`src/rtl/bytecode_pkg.sv`:
```
// Shared types and constants for the bytecode program image format.
package bytecode_pkg;

    localparam int unsigned BYTE_W = 8;
    localparam int unsigned KIND_W = 4;
    localparam int unsigned LEN_W  = 3;

    typedef enum logic [KIND_W-1:0] {
        KIND_ALU2  = 4'd0,
        KIND_ALU1  = 4'd1,
        KIND_STI   = 4'd2,
        KIND_MOV   = 4'd3,
        KIND_PRINT = 4'd4,
        KIND_JMP   = 4'd5,
        KIND_BRA   = 4'd6,
        KIND_RET   = 4'd7,
        KIND_HALT  = 4'd8
    } kind_t;

    localparam logic [BYTE_W-1:0] OP_ALU2       = 8'h02;
    localparam logic [BYTE_W-1:0] OP_ALU1       = 8'h01;
    localparam logic [BYTE_W-1:0] OP_STI        = 8'hC2;
    localparam logic [BYTE_W-1:0] OP_MOV        = 8'hE2;
    localparam logic [BYTE_W-1:0] OP_PRINT      = 8'h81;
    localparam logic [BYTE_W-1:0] OP_JMP        = 8'hAA;
    localparam logic [BYTE_W-1:0] OP_BRA        = 8'hDA;
    localparam logic [BYTE_W-1:0] OP_RET        = 8'h55;
    localparam logic [BYTE_W-1:0] OP_HALT       = 8'hFF;
    localparam logic [BYTE_W-1:0] START_MARK    = 8'h7E;
    localparam logic [BYTE_W-1:0] TERMINAL_LINE = 8'hFF;

    // Operand fields of one instruction request, emitted f0 first.
    typedef struct packed {
        logic [BYTE_W-1:0] f2;
        logic [BYTE_W-1:0] f1;
        logic [BYTE_W-1:0] f0;
    } fields_t;

    typedef enum logic [2:0] {
        ST_IDLE,
        ST_MARK,
        ST_ACCEPT,
        ST_EMIT,
        ST_HALT,
        ST_DONE,
        ST_ERR
    } state_t;

    // Operand byte for emit position idx (1 = f0, 2 = f1, 3 = f2).
    function automatic logic [BYTE_W-1:0] field_sel(input fields_t f, input logic [LEN_W-1:0] idx);
        logic [BYTE_W-1:0] b;
        b = f.f0;
        if (idx == LEN_W'(2)) b = f.f1;
        if (idx == LEN_W'(3)) b = f.f2;
        return b;
    endfunction

endpackage

```
`src/rtl/bytecode_format.sv`:
```
// Instruction kind decode: opcode, total byte length and legality.
module bytecode_format
    import bytecode_pkg::*;
(
    input  logic [KIND_W-1:0] kind,
    output logic [BYTE_W-1:0] opcode_c,
    output logic [LEN_W-1:0]  len_c,
    output logic              valid_c
);

    // Table lookup; unknown kinds decode as invalid with zero length.
    always_comb begin
        opcode_c = '0;
        len_c    = '0;
        valid_c  = 1'b0;
        case (kind)
            KIND_ALU2:  begin opcode_c = OP_ALU2;  len_c = LEN_W'(4); valid_c = 1'b1; end
            KIND_ALU1:  begin opcode_c = OP_ALU1;  len_c = LEN_W'(3); valid_c = 1'b1; end
            KIND_STI:   begin opcode_c = OP_STI;   len_c = LEN_W'(3); valid_c = 1'b1; end
            KIND_MOV:   begin opcode_c = OP_MOV;   len_c = LEN_W'(3); valid_c = 1'b1; end
            KIND_PRINT: begin opcode_c = OP_PRINT; len_c = LEN_W'(2); valid_c = 1'b1; end
            KIND_JMP:   begin opcode_c = OP_JMP;   len_c = LEN_W'(2); valid_c = 1'b1; end
            KIND_BRA:   begin opcode_c = OP_BRA;   len_c = LEN_W'(2); valid_c = 1'b1; end
            KIND_RET:   begin opcode_c = OP_RET;   len_c = LEN_W'(1); valid_c = 1'b1; end
            KIND_HALT:  begin opcode_c = OP_HALT;  len_c = LEN_W'(1); valid_c = 1'b1; end
            default:    ;
        endcase
    end

endmodule

```
`src/rtl/bytecode_emitter.sv`:
```
// Serializes instruction requests into a marker-framed, halt-terminated byte image.
module bytecode_emitter
    import bytecode_pkg::*;
#(
    parameter int unsigned ADDR_W  = 8,
    parameter int unsigned MAX_LEN = 255
) (
    input  logic              clk,
    input  logic              rst_n,
    input  logic              start,
    input  logic              in_valid,
    output logic              in_ready,
    input  logic [KIND_W-1:0] in_kind,
    input  logic [BYTE_W-1:0] in_f0,
    input  logic [BYTE_W-1:0] in_f1,
    input  logic [BYTE_W-1:0] in_f2,
    input  logic              finish,
    output logic              wr_en,
    output logic [ADDR_W-1:0] wr_addr,
    output logic [BYTE_W-1:0] wr_data,
    output logic              done,
    output logic              err,
    output logic [BYTE_W-1:0] prog_len
);

    // Wide enough for prog_len + instruction length + reserved halt byte.
    localparam int unsigned CHK_W = 10;

    state_t             state;
    fields_t            cap_f;
    logic [LEN_W-1:0]   cap_len;
    logic [LEN_W-1:0]   sent;
    logic               cap_halt;

    logic [BYTE_W-1:0]  fmt_op_c;
    logic [LEN_W-1:0]   fmt_len_c;
    logic               fmt_valid_c;
    logic               fits_c;

    bytecode_format u_format (
        .kind     (in_kind),
        .opcode_c (fmt_op_c),
        .len_c    (fmt_len_c),
        .valid_c  (fmt_valid_c)
    );

    // The request plus one reserved halt byte must fit in the image.
    assign fits_c = (CHK_W'(prog_len) + CHK_W'(fmt_len_c) + CHK_W'(1)) <= CHK_W'(MAX_LEN);

    // Control FSM; outputs are registered so they line up with the state entered.
    always_ff @(posedge clk or negedge rst_n) begin
        if (!rst_n) begin
            state    <= ST_IDLE;
            wr_en    <= 1'b0;
            wr_addr  <= '0;
            wr_data  <= '0;
            in_ready <= 1'b0;
            done     <= 1'b0;
            err      <= 1'b0;
            prog_len <= '0;
            cap_f    <= '0;
            cap_len  <= '0;
            sent     <= '0;
            cap_halt <= 1'b0;
        end else begin
            // A write on the bus this cycle is committed at this edge.
            if (wr_en) prog_len <= prog_len + BYTE_W'(1);

            case (state)
                ST_IDLE, ST_DONE, ST_ERR: begin
                    if (start) begin
                        state    <= ST_MARK;
                        done     <= 1'b0;
                        err      <= 1'b0;
                        prog_len <= '0;
                        wr_en    <= 1'b1;
                        wr_addr  <= '0;
                        wr_data  <= START_MARK;
                    end
                end
                ST_MARK: begin
                    wr_en    <= 1'b0;
                    in_ready <= 1'b1;
                    state    <= ST_ACCEPT;
                end
                ST_ACCEPT: begin
                    if (in_valid) begin
                        in_ready <= 1'b0;
                        cap_f    <= '{f2: in_f2, f1: in_f1, f0: in_f0};
                        cap_len  <= fmt_len_c;
                        cap_halt <= (in_kind == KIND_HALT);
                        if (!fmt_valid_c || !fits_c) begin
                            state <= ST_ERR;
                            err   <= 1'b1;
                        end else begin
                            state   <= ST_EMIT;
                            wr_en   <= 1'b1;
                            wr_addr <= ADDR_W'(prog_len);
                            wr_data <= fmt_op_c;
                            sent    <= LEN_W'(1);
                        end
                    end else if (finish) begin
                        in_ready <= 1'b0;
                        state    <= ST_HALT;
                        wr_en    <= 1'b1;
                        wr_addr  <= ADDR_W'(prog_len);
                        wr_data  <= TERMINAL_LINE;
                    end
                end
                ST_EMIT: begin
                    if (sent < cap_len) begin
                        wr_addr <= wr_addr + ADDR_W'(1);
                        wr_data <= field_sel(cap_f, sent);
                        sent    <= sent + LEN_W'(1);
                    end else begin
                        wr_en <= 1'b0;
                        if (cap_halt) begin
                            state <= ST_DONE;
                            done  <= 1'b1;
                        end else begin
                            state    <= ST_ACCEPT;
                            in_ready <= 1'b1;
                        end
                    end
                end
                ST_HALT: begin
                    wr_en <= 1'b0;
                    state <= ST_DONE;
                    done  <= 1'b1;
                end
                default: state <= ST_IDLE;
            endcase
        end
    end

endmodule

```
`config.mk`:
```
export PLATFORM = sky130hd
export DESIGN_NAME = bytecode_emitter
export DESIGN_NICKNAME = d
export VERILOG_FILES = /design/src/rtl/bytecode_pkg.sv /design/src/rtl/bytecode_format.sv /design/src/rtl/bytecode_emitter.sv
export SDC_FILE = /design/constraint.sdc
export NUM_CORES = 1
export LEC_CHECK = 0
export ABC_CLOCK_PERIOD_IN_PS = 6200
export CORE_ASPECT_RATIO = 1.5
export CORE_MARGIN = 10
export CORE_UTILIZATION = 35
export DETAILED_ROUTE_END_ITERATION = 12
export GPL_TIMING_DRIVEN = 0
export SYNTH_ARGS = -nofsm -noshare
export SYNTH_HDL_FRONTEND = slang
export SYNTH_HIERARCHICAL = 1
export SYNTH_SLANG_ARGS = --single-unit
```
`constraint.sdc`:
```
create_clock -name clk -period 6.2 [get_ports clk]
set_input_delay 1.86 -clock clk [delete_from_list [all_inputs] [get_ports clk]]
set_output_delay 1.86 -clock clk [all_outputs]
set_load 0.01 [all_outputs]
```
==> impl_metrics.ini <==
[run_status]
outcome = complete, no violations

[final_layout]
syn_to_final_growth_pct = 29.75
antenna_cells = 0
drive_gt1_frac = 0.1426
nets = 515
fin_area_sq_mm = 0.004807
final_common_cell = nand2_1
fin_util = 0.4589
final_cell_mix = nand2_1 (94), dfrtp_1 (62), clkdlybuf4s50_1 (59)

[timing]
fin_crit_ps = 4956
slew_headroom = 0.4586
hold_violations = 0
worst_slew_pin_slew_ps = 812.1
setup_viol = 0
post-route-period-util = 0.7993
fmax_mhz = 201.8
drv_slew = 0
rsz0062_at_grt = false
fin_skew_ps = 6.872
tns_ps = 0

[setup_path]
crit_type = in2reg
crit_path_cell_trace = clkdlybuf4s50_1, buf_6, or4b_4, buf_6, o221ai_2, inv_1, ha_1, inv_1, fa_1, a21oi_1, o31a_1, o2bb2ai_2, or3_1, buf_6, buf_8, mux2_4
cp_num_buf_inv = 7
startpoint_type = input port
cp.required_ps = 6420
crit_path_top_delay_cell = or4b_4
critPathMostFrequentCell = buf_6
critPathCaptureType = register
reg2reg_slack_ps = 3470
cp_max_fo = 10
path_delay_family = buffers and inverters
max_stage_delay_ps = 530
cp.arrival_ps = 5170

[routing]
post_drt_via_cell_ratio = 5.016
ant_nets = 0
vias = 3115
avgRoutedWirePerCell_microns = 16.06
wl_met2_microns = 5134
dr_wl_met3_microns = 436
first_pass_iters = 4
drc = 0
drtIter0Drc = 152
routed_wl_microns = 9972
top_layer = met4
wl_met1_microns = 4123

[clock_tree]
cts_setup_buffers = 0
cts.sinks = 62
cts_hold_buf = 0
cts.repair.resized = 0
clock_tree.htree_level_count = 3
clock_latency_ps = 340
cts-root-buf = clkbuf_16
clk_path_buf_depth = 2
path_clk_slew_ps = 50
cts-buffers-inserted = 9
cts_tree = done

[logic_synthesis]
yosysWarnings = 6
synth_cells = 401
synth_nets = 444
synth-seq-cells = 62
ys_seq_area_frac = 0.4188
synthFlopType = dfrtp_1
ys_types = 64
synth_edf_count = 0
syn_area_sq_mm = 0.003705
synthArstFlopShare = 1.000
syn_area_per_cell_sq_um = 9.239

[global_routing]
overflow = 0
grt_pass1_vias = 3229
grt_first_pass_wirelength_microns = 16280
grt_max_degree = 63
grt_usage = 0.1325
antenna_found_initial = 0

[die]
die_x_microns = 104.0
die_height_microns = 146.0
coreArea_sq_mm = 0.01048
initial_utilization = 0.3537
ios = 61
core.rowCount = 46
die_area_sq_mm = 0.01519

[placed_design]
dp_hpwl_microns = 7425
port_buffers = 60
routabilityCongestion = 0.8475
dpl_cell_area_sq_mm = 0.004483

[power]
power_density_mw_per_mm2 = 496.8
seqPwrFrac = 0.289
p_sw_frac = 0.3842
finalPower_mw = 2.388
pwr-share-comb = 0.483
clkPwrFrac = 0.228
ir_drop_mv = 0.2127
power_switching_uw = 917.6
p_leak_nw = 2.203
p_int_mw = 1.471

[job]
cap_violations = 0

[hold_path]
hp-class = reg2reg
-- layer usage --
layer	GRT usage	up-vias
met5	0	-
met4	0.07123	0
met3	0.03103	20
met2	0.2306	83
met1	0.1451	1499
li1	-	1513
-- power groups by stage --
stage                     clock network (mW)  registers [mW]  logic, mW
after floorplan                            0           0.693      0.775
after CTS                              0.557           0.692       1.17
after global routing                   0.574           0.713       1.26
after global placement                     0           0.691       1.14
after detailed placement                   0           0.698       1.16
final                                  0.545           0.689       1.15
-- final timing paths --
kind | start | endpoint | depth (start not counted)
min in group asynchronous | rst_n | wr_en | 1
min reg2reg | cap_f[4] | cap_f[4] | 2
max reg2reg | prog_len[0] | wr_addr[7] | 11
min | cap_f[4] | cap_f[4] | 2
max in group asynchronous | rst_n | prog_len[4] | 1
max | in_kind[2] | wr_addr[7] | 16
-- flip-flops by register name, summed over array words and instances, names as in the netlist, 3 cells and up --
name,count
cap_f,24
prog_len,8
wr_addr,8
wr_data,8
cap_len,3
sent,3
state,3
-- cell families (layout without fill, tap and decap cells) --
logic type | count (synthesis) | in the layout | synth area share
mux | 28 | 28 | 0.08680
flops | 62 | 62 | 0.4188
simple gates | 167 | 167 | 0.2080
compound gates | 73 | 73 | 0.1540
buf+inv | 47 | 123 | 0.06349
fa+ha+maj | 10 | 10 | 0.03580
xor+xnor | 14 | 14 | 0.03310
-- area by class of cell --
cell class	count	area [sq um]
Inverter	20	75.07
Timing Repair Buffer	60	598.1
Fill cell	1072	5668
Clock buffer	10	239.0
Multi-Input combinational cell	292	1918
Clock inverter	6	85.08
Buffer	27	160.2
Sequential cell	62	1551
Tap cell	144	180.2
-- metrics by stage --
step                      setup WS (ps)  hold WS (ps)  cells
final                              1244         474.8    621
after global routing               1099         488.2    621
after CTS                          1241         477.6    621
after detailed placement          892.9         464.0    605
after global placement            924.3         457.7    605
after floorplan                    1700         445.0    401
-- worst min-delay path, stage by stage (launching register included) --
cell,delay [ps]
dfrtp_1,340
nand2_1,50
nand2_1,50
-- synthesized netlist by cell type, types with 6 or more instances --
| cell | count | share of area |
|---|---|---|
| mux2i_1 | 13 | 0.035 |
| nor2_1 | 25 | 0.025 |
| o21ai_0 | 15 | 0.020 |
| dfrtp_1 | 62 | 0.42 |
| mux2_2 | 9 | 0.027 |
| xor2_1 | 7 | 0.017 |
| clkbuf_1 | 13 | 0.013 |
| nor3_1 | 7 | 0.0095 |
| xnor2_1 | 7 | 0.017 |
| mux2_4 | 6 | 0.024 |
| a21oi_1 | 13 | 0.018 |
| a211o_1 | 8 | 0.019 |
| ha_1 | 9 | 0.030 |
| nand2b_1 | 7 | 0.012 |
| nand2_1 | 94 | 0.095 |
| inv_1 | 19 | 0.019 |
Power figures use the tool's default switching activity.
